### src/rtl/aes_pkg.sv
// Shared types and GF(2^8) helpers for the AES ShiftRows/MixColumns round stage.
// Byte (r,c) of a 128-bit state sits at bits 127-32c-8r downto 120-32c-8r.
package aes_pkg;

  typedef enum logic {
    IDLE = 1'b0,
    MIX  = 1'b1
  } state_e;

  localparam logic [7:0] AES_POLY = 8'h1B;

  function automatic logic [7:0] xtime(input logic [7:0] x);
    return {x[6:0], 1'b0} ^ (x[7] ? AES_POLY : 8'h00);
  endfunction

  // LSB position of byte (r,c): 120-32c-8r == 8*((3-c)*4 + (3-r)).
  function automatic logic [6:0] byte_lsb(input logic [1:0] r, input logic [1:0] c);
    return {~c, ~r, 3'b000};
  endfunction

  function automatic logic [6:0] col_lsb(input logic [1:0] c);
    return {~c, 5'b00000};
  endfunction

  function automatic logic [127:0] shift_rows(input logic [127:0] s);
    logic [127:0] o;
    o = '0;
    for (int c = 0; c < 4; c++) begin
      for (int r = 0; r < 4; r++) begin
        o[byte_lsb(2'(r), 2'(c)) +: 8] = s[byte_lsb(2'(r), 2'(c + r)) +: 8];
      end
    end
    return o;
  endfunction

endpackage

### src/rtl/mix_single_column.sv
// Combinational MixColumns on one 32-bit column; row 0 is the most significant byte.
module mix_single_column
  import aes_pkg::*;
(
  input  logic [31:0] i_col,
  output logic [31:0] o_col
);

  logic [7:0] w_a0, w_a1, w_a2, w_a3;
  logic [7:0] w_x0, w_x1, w_x2, w_x3;

  assign w_a0 = i_col[31:24];
  assign w_a1 = i_col[23:16];
  assign w_a2 = i_col[15:8];
  assign w_a3 = i_col[7:0];

  assign w_x0 = xtime(w_a0);
  assign w_x1 = xtime(w_a1);
  assign w_x2 = xtime(w_a2);
  assign w_x3 = xtime(w_a3);

  // 3a is written as xtime(a)^a.
  assign o_col[31:24] = w_x0 ^ (w_x1 ^ w_a1) ^ w_a2 ^ w_a3;
  assign o_col[23:16] = w_a0 ^ w_x1 ^ (w_x2 ^ w_a2) ^ w_a3;
  assign o_col[15:8]  = w_a0 ^ w_a1 ^ w_x2 ^ (w_x3 ^ w_a3);
  assign o_col[7:0]   = (w_x0 ^ w_a0) ^ w_a1 ^ w_a2 ^ w_x3;

endmodule

### src/rtl/aes_shift_mix.sv
// AES-128 ShiftRows + MixColumns round stage, one column per clock.
// Final rounds bypass MixColumns and emit the ShiftRows result after one cycle.
module aes_shift_mix
  import aes_pkg::*;
(
  input  logic         clk,
  input  logic         reset,
  input  logic         valid_in,
  input  logic         final_in,
  input  logic [127:0] data_in,
  output logic         ready_out,
  output logic         valid_out,
  output logic [127:0] data_out
);

  state_e       r_state;
  state_e       w_next_state;
  logic [1:0]   r_col;
  logic [127:0] r_work;
  logic [127:0] r_data_out;
  logic         r_valid_out;

  logic         w_load_work;
  logic         w_emit_final;
  logic         w_emit_mix;
  logic [127:0] w_shifted;
  logic [31:0]  w_col_in;
  logic [31:0]  w_col_out;
  logic [127:0] w_work_mixed;

  assign w_shifted = shift_rows(data_in);
  assign w_col_in  = r_work[col_lsb(r_col) +: 32];

  mix_single_column u_mix (
    .i_col (w_col_in),
    .o_col (w_col_out)
  );

  always_comb begin
    w_work_mixed = r_work;
    w_work_mixed[col_lsb(r_col) +: 32] = w_col_out;
  end

  always_ff @(posedge clk or negedge reset) begin
    if (!reset) begin
      r_state <= IDLE;
    end else begin
      r_state <= w_next_state;
    end
  end

  always_comb begin
    w_next_state = r_state;
    w_load_work  = 1'b0;
    w_emit_final = 1'b0;
    w_emit_mix   = 1'b0;
    case (r_state)
      IDLE: begin
        if (valid_in) begin
          if (final_in) begin
            w_emit_final = 1'b1;
          end else begin
            w_load_work  = 1'b1;
            w_next_state = MIX;
          end
        end
      end
      MIX: begin
        if (r_col == 2'd3) begin
          w_emit_mix   = 1'b1;
          w_next_state = IDLE;
        end
      end
    endcase
  end

  // The output register only moves on an emit, so partial columns never leak out.
  always_ff @(posedge clk or negedge reset) begin
    if (!reset) begin
      r_col       <= 2'd0;
      r_work      <= '0;
      r_data_out  <= '0;
      r_valid_out <= 1'b0;
    end else begin
      r_valid_out <= w_emit_final | w_emit_mix;
      if (w_load_work) begin
        r_work <= w_shifted;
        r_col  <= 2'd0;
      end else if (r_state == MIX) begin
        r_work <= w_work_mixed;
        r_col  <= r_col + 2'd1;
      end
      if (w_emit_final) begin
        r_data_out <= w_shifted;
      end else if (w_emit_mix) begin
        r_data_out <= w_work_mixed;
      end
    end
  end

  assign ready_out = (r_state == IDLE);
  assign valid_out = r_valid_out;
  assign data_out  = r_data_out;

endmodule

### config.mk
export PLATFORM = sky130hd
export DESIGN_NAME = aes_shift_mix
export DESIGN_NICKNAME = d
export VERILOG_FILES = /design/src/rtl/aes_pkg.sv /design/src/rtl/mix_single_column.sv /design/src/rtl/aes_shift_mix.sv
export SDC_FILE = /design/constraint.sdc
export NUM_CORES = 1
export LEC_CHECK = 0
export CAP_MARGIN = 20
export CORE_MARGIN = 2
export CORE_UTILIZATION = 54
export DETAILED_ROUTE_END_ITERATION = 7
export PLACE_DENSITY = 0.8
export SYNTH_ARGS = -nofsm -noshare
export SYNTH_HDL_FRONTEND = slang
export SYNTH_SLANG_ARGS = --single-unit
### constraint.sdc
create_clock -name clk -period 3.8 [get_ports clk]
set_clock_uncertainty 0.2 [all_clocks]
set_input_delay 0.38 -clock clk [delete_from_list [all_inputs] [get_ports clk]]
set_output_delay 0.38 -clock clk [all_outputs]
set_load 0.005 [all_outputs]
---- Yosys cells after proc, flatten, opt, wreduce, memory -nomap -nowiden ----
Index checks and enable logic that the tools add are counted.
word-level totals
  register bits after elaboration ......... 260
operators by class
  add/subtract/negate cells ............... 2
  equality and inequality tests ........... 1
  shifts and indexed selects .............. 3
  multiplexer cells ....................... 21
  bitwise gates (word level) .............. 23
  reductions and logical operators ........ 2
operator list
  kind                                                                      number
  128-bit two-way mux                                                       4
  8-bit XOR                                                                 20
  128-bit bitwise mux                                                       1
  32-bit by 9-bit variable shift with 128-bit output, first input constant  1
  128-bit by 8-bit variable part select with 32-bit output                  1
  32-bit by 9-bit variable part select with 128-bit output                  1
  5-bit two-way mux                                                         4
  1-bit two-way mux                                                         9
  7-bit negator with 9-bit output                                           1
  2-bit two-way mux                                                         2
  2-bit nonzero test                                                        2
  2-bit by 1-bit adder with 2-bit output, second input constant             1
  2-bit == test, second input constant                                      1
  2-bit NOT                                                                 1
  1-bit case mux with 2 select lines                                        1
  1-bit NOT                                                                 1
  1-bit bitwise OR                                                          1

---- Longest topological paths before layout ----
  depth in word-level cells ............... 12
  mapped depth ............................ 10
  mapped depth without buffers ............ 6

---- By module ----
From an unflattened synthesis, not the netlist that was laid out.
unflattened totals
  cell total of the unflattened synthesis .. 1,299
  area total of the unflattened synthesis .. 15,315.9 sq um
modules (own cells, without submodules)
  module             instances  cells an instance  area an instance (sq um)
  aes_shift_mix      1          1,220              14,008.4
  mix_single_column  1          79                 1,307.5

---- Least setup slack after synthesis ----
No wires, ideal clock.
  path type ............................... reg-to-reg
  start point ............................. register r_col[0]
  end point ............................... register r_work[74]
  library setup time ...................... 0.127 ns
  data arrival time ....................... 2.439 ns
  required time ........................... 3.473 ns
  setup slack ............................. 1.034 ns
  stages on the path, launching flop included .. 8
  buffers on the path ..................... 2
  cell sequence ........................... dfrtp_1 buf_6 buf_6 mux4_1 xnor2_2 xor3_4 a222oi_1 inv_1
between the ends
  word-level cells in the longest chain between the ends .. 12
ends and longest elaborated chain
  element                                                   line                                              source
  start: declaration                                        aes_shift_mix.sv:18                               logic [1:0] r_col;
  start signal: assignment                                  aes_shift_mix.sv:91                               r_col <= r_col + 2'd1;
  2-bit NOT (*)                                             aes_pkg.sv:22                                     return {~c, 5'b00000};
  128-bit by 8-bit variable part select with 32-bit output  aes_shift_mix.sv:32                               assign w_col_in = r_work[col_lsb(r_col) +: 32];
  5-bit two-way mux                                         aes_pkg.sv:13                                     return {x[6:0], 1'b0} ^ (x[7] ? AES_POLY : 8'h00);
  8-bit XOR                                                 aes_pkg.sv:13
  8-bit XOR, on equally long branches (4 in series)         mix_single_column.sv:26, mix_single_column.sv:23
  32-bit by 9-bit variable part select with 128-bit output  aes_shift_mix.sv:41                               w_work_mixed[col_lsb(r_col) +: 32] = w_col_out;
  128-bit bitwise mux (*)                                   aes_shift_mix.sv:41
  128-bit two-way mux (*)                                   aes_shift_mix.sv:89                               end else if (r_state == MIX) begin
  128-bit two-way mux (*)                                   aes_shift_mix.sv:86                               if (w_load_work) begin
  end signal: assignment                                    aes_shift_mix.sv:87                               r_work <= w_shifted;
  end signal: assignment                                    aes_shift_mix.sv:90                               r_work <= w_work_mixed;
  end: declaration                                          aes_shift_mix.sv:19                               logic [127:0] r_work;
Mark *: on every way between the ends. The rest lies on a longest branch, timed or not. The select of a mux whose other input is x is not followed.
A chain may end at the register's enable or synchronous reset.

---- Worst setup path after layout ----
  start point ............................. register r_col[0]
  end point ............................... register r_work[86]
Same word-level chain as after synthesis.

==> summary.txt <==
final number of hold-violating endpoints - 0
post-layout util - 0.698
CP Class - reg2reg
Worst-path clk slew - 60 ps
Tmin final - 3340 ps
post-route ant nets - 0
DRC viols - 6
initial DRC count - 2175
Final Power - 21.4 mW
Synth top area share - 0.439
crit start category - register
cell with the most instances after synthesis - nand2_1
post-cts resize count - 0
EDFF count, synth - 0
CTS Buffer Depth - 3
syn avg cell area - 9.38 µm²
first-pass GRT wire length - 84.0 mm
synth cell count leaders - 445 x nand2_1, 260 x dfrtp_1, 131 x a21oi_1, 101 x clkbuf_1, 78 x nor2b_1
layout cell share with drive strength beyond 1 - 0.0804
Post-Syn Nets - 1717
static leakage - 8.52 nW
unrepaired setup endpoints after global routing - no
CP Max Fanout - 13
routed via count - 14100
H-Tree Level Count - 1
ys flop type - dfrtp_1
Max VDD drop - 0.621 mV
WP data required - 4040 ps
final setup vio count - 0
max-slew violations - 0
setup_tns - 0 ps
overall fraction of global-route tracks in use - 0.391
Synth cell types - 47
Pre-Repair DR Iteration Count - 8
final WL - 56.4 mm
CTS tree - built
grt total ovfl - 0
Cell Pwr Density - 1140 nW/µm²
max_cap viols - 0
Hold WC Path Type - in2reg
core area - 27000 µm²
failing checks - DRC
DR vias/cell - 6.52
Die Span Y - 170 µm
largest area contributor in the netlist - dfrtp_1
# rows - 60
Initial Util - 0.550
largest net degree at the start of global routing - 112
CTS buffer count - 28
YS warnings - 0
HPWL after detailed placement - 40.3 mm
routability congestion estimate - 0.959
cell count after synthesis - 1580
IO Pins - 262
CTS sink cnt - 260
number of global-route vias before repair - 13300
Port Buffer Count - 261
Critical Path End Type - register
mapped cell area - 14800 µm²
die area - 28800 µm²
Slew Limit Headroom - 0.328
Worst-Margin Slew - 1010 ps
pre-CTS WS - 455 ps
top cells by area, synth - dfrtp_1 44%, nand2_1 11%, a21oi_1 4.4%, xnor3_1 4.3%, a221o_1 3.4%
initial antenna violation count - 3
area delta synth->final - 26.9%
Root Buffer - clkbuf_16
Async S/R FF share, synth - 1.00
Fin Hold WS - 227 ps
crit path DAT - 3580 ps
Seq/Total Area, Yosys - 0.439
Clk Latency, worst-skew pair - 560 ps
routed len/inst - 26.1 µm
setup ws final - 459 ps
maximum operating frequency - 299 MHz
Synth Register Bits - 260
chip width - 170 µm
run status - finished with violations
final clock period utilization by the worst path - 0.879
nets - 1930
sequential cells by signal, indices dropped and copies added (netlist names):
| name | count |
|---|---|
| data_out | 128 |
| r_work | 128 |
| r_col | 2 |
| r_state | 1 |
| valid_out | 1 |
area by class of cell:
type	instances	area (µm²)
flip-flops and latches	260	6510
well taps	341	427
diodes	2	5.00
inverters	44	165
multi-input cells	1147	7630
clock inverters	15	145
clock buffers	37	785
repair buffers	312	3140
fillers	2034	8140
metal layers:
layer	global-route usage	vias up	share of wire
met5	0.0191	-	0.00055
met4	0.101	2	0.028
met3	0.111	94	0.14
met2	0.558	1038	0.43
met1	0.585	6895	0.41
li1	-	6037	-
cells in the final DEF, fill, tap and decap left out, types with 50 or more instances in the layout:
| cell type | instances |
|---|---|
| a21oi_1 | 130 |
| a221o_1 | 51 |
| a222oi_1 | 50 |
| a31oi_1 | 72 |
| clkdlybuf4s50_1 | 260 |
| dfrtp_1 | 258 |
| nand2_1 | 444 |
| nor2_1 | 64 |
| nor2b_1 | 77 |
| o21ai_0 | 51 |
report_power, final:
part	total (mW)	internal [mW]	switching (mW)
sequential	5.28	3.99	1.29
combinational	13.4	6.14	7.22
clock	2.79	1.59	1.19
timing repair:
item,in CTS,in global routing
hold endpoints to repair,107,0
setup buffers,0,0
setup endpoints to repair,0,0
hold buffers,1,0
critical path, cell delays in order, from the launching register on:
cell and delay, ps:
dfrtp_2 690, buf_4 250, buf_4 160, mux4_1 640, xnor2_1 410, xor3_1 460, a222oi_1 320, inv_1 80
stage by stage:
step | std cells | cell area (µm²)
2_1_floorplan | 1580 | 14800
3_3_place_gp | 2103 | 17900
3_5_place_dp | 2103 | 17900
5_1_grt | 2156 | 18800
4_1_cts | 2156 | 18800
6_report | 2158 | 18800
logic make-up (layout without fill, tap and decap cells):
logic type | after synthesis | after routing | synth area share
flip-flops | 260 | 260 | 0.439
other | 0 | 2 | 0
XOR/XNOR | 75 | 75 | 0.0882
buffers and inverters | 173 | 408 | 0.0489
AO/OA/AOI/OAI | 388 | 388 | 0.179
adder cells (fa/ha/maj) | 5 | 5 | 0.00422
multiplexers | 48 | 48 | 0.0622
AND/OR/NAND/NOR | 631 | 631 | 0.179
path summary, 6_finish.rpt:
check,startpoint,endpoint,slack [ps],cells past startpoint
max in group asynchronous,reset,data_out[111],2170,3
min reg2reg,data_out[88],data_out[88],310,2
min,data_in[108],data_out[44],230,3
min in group asynchronous,reset,data_out[114],260,2
max reg2reg,r_col[0],r_work[86],460,7
max,r_col[0],r_work[86],460,7
(Power assumes the default switching activity.)
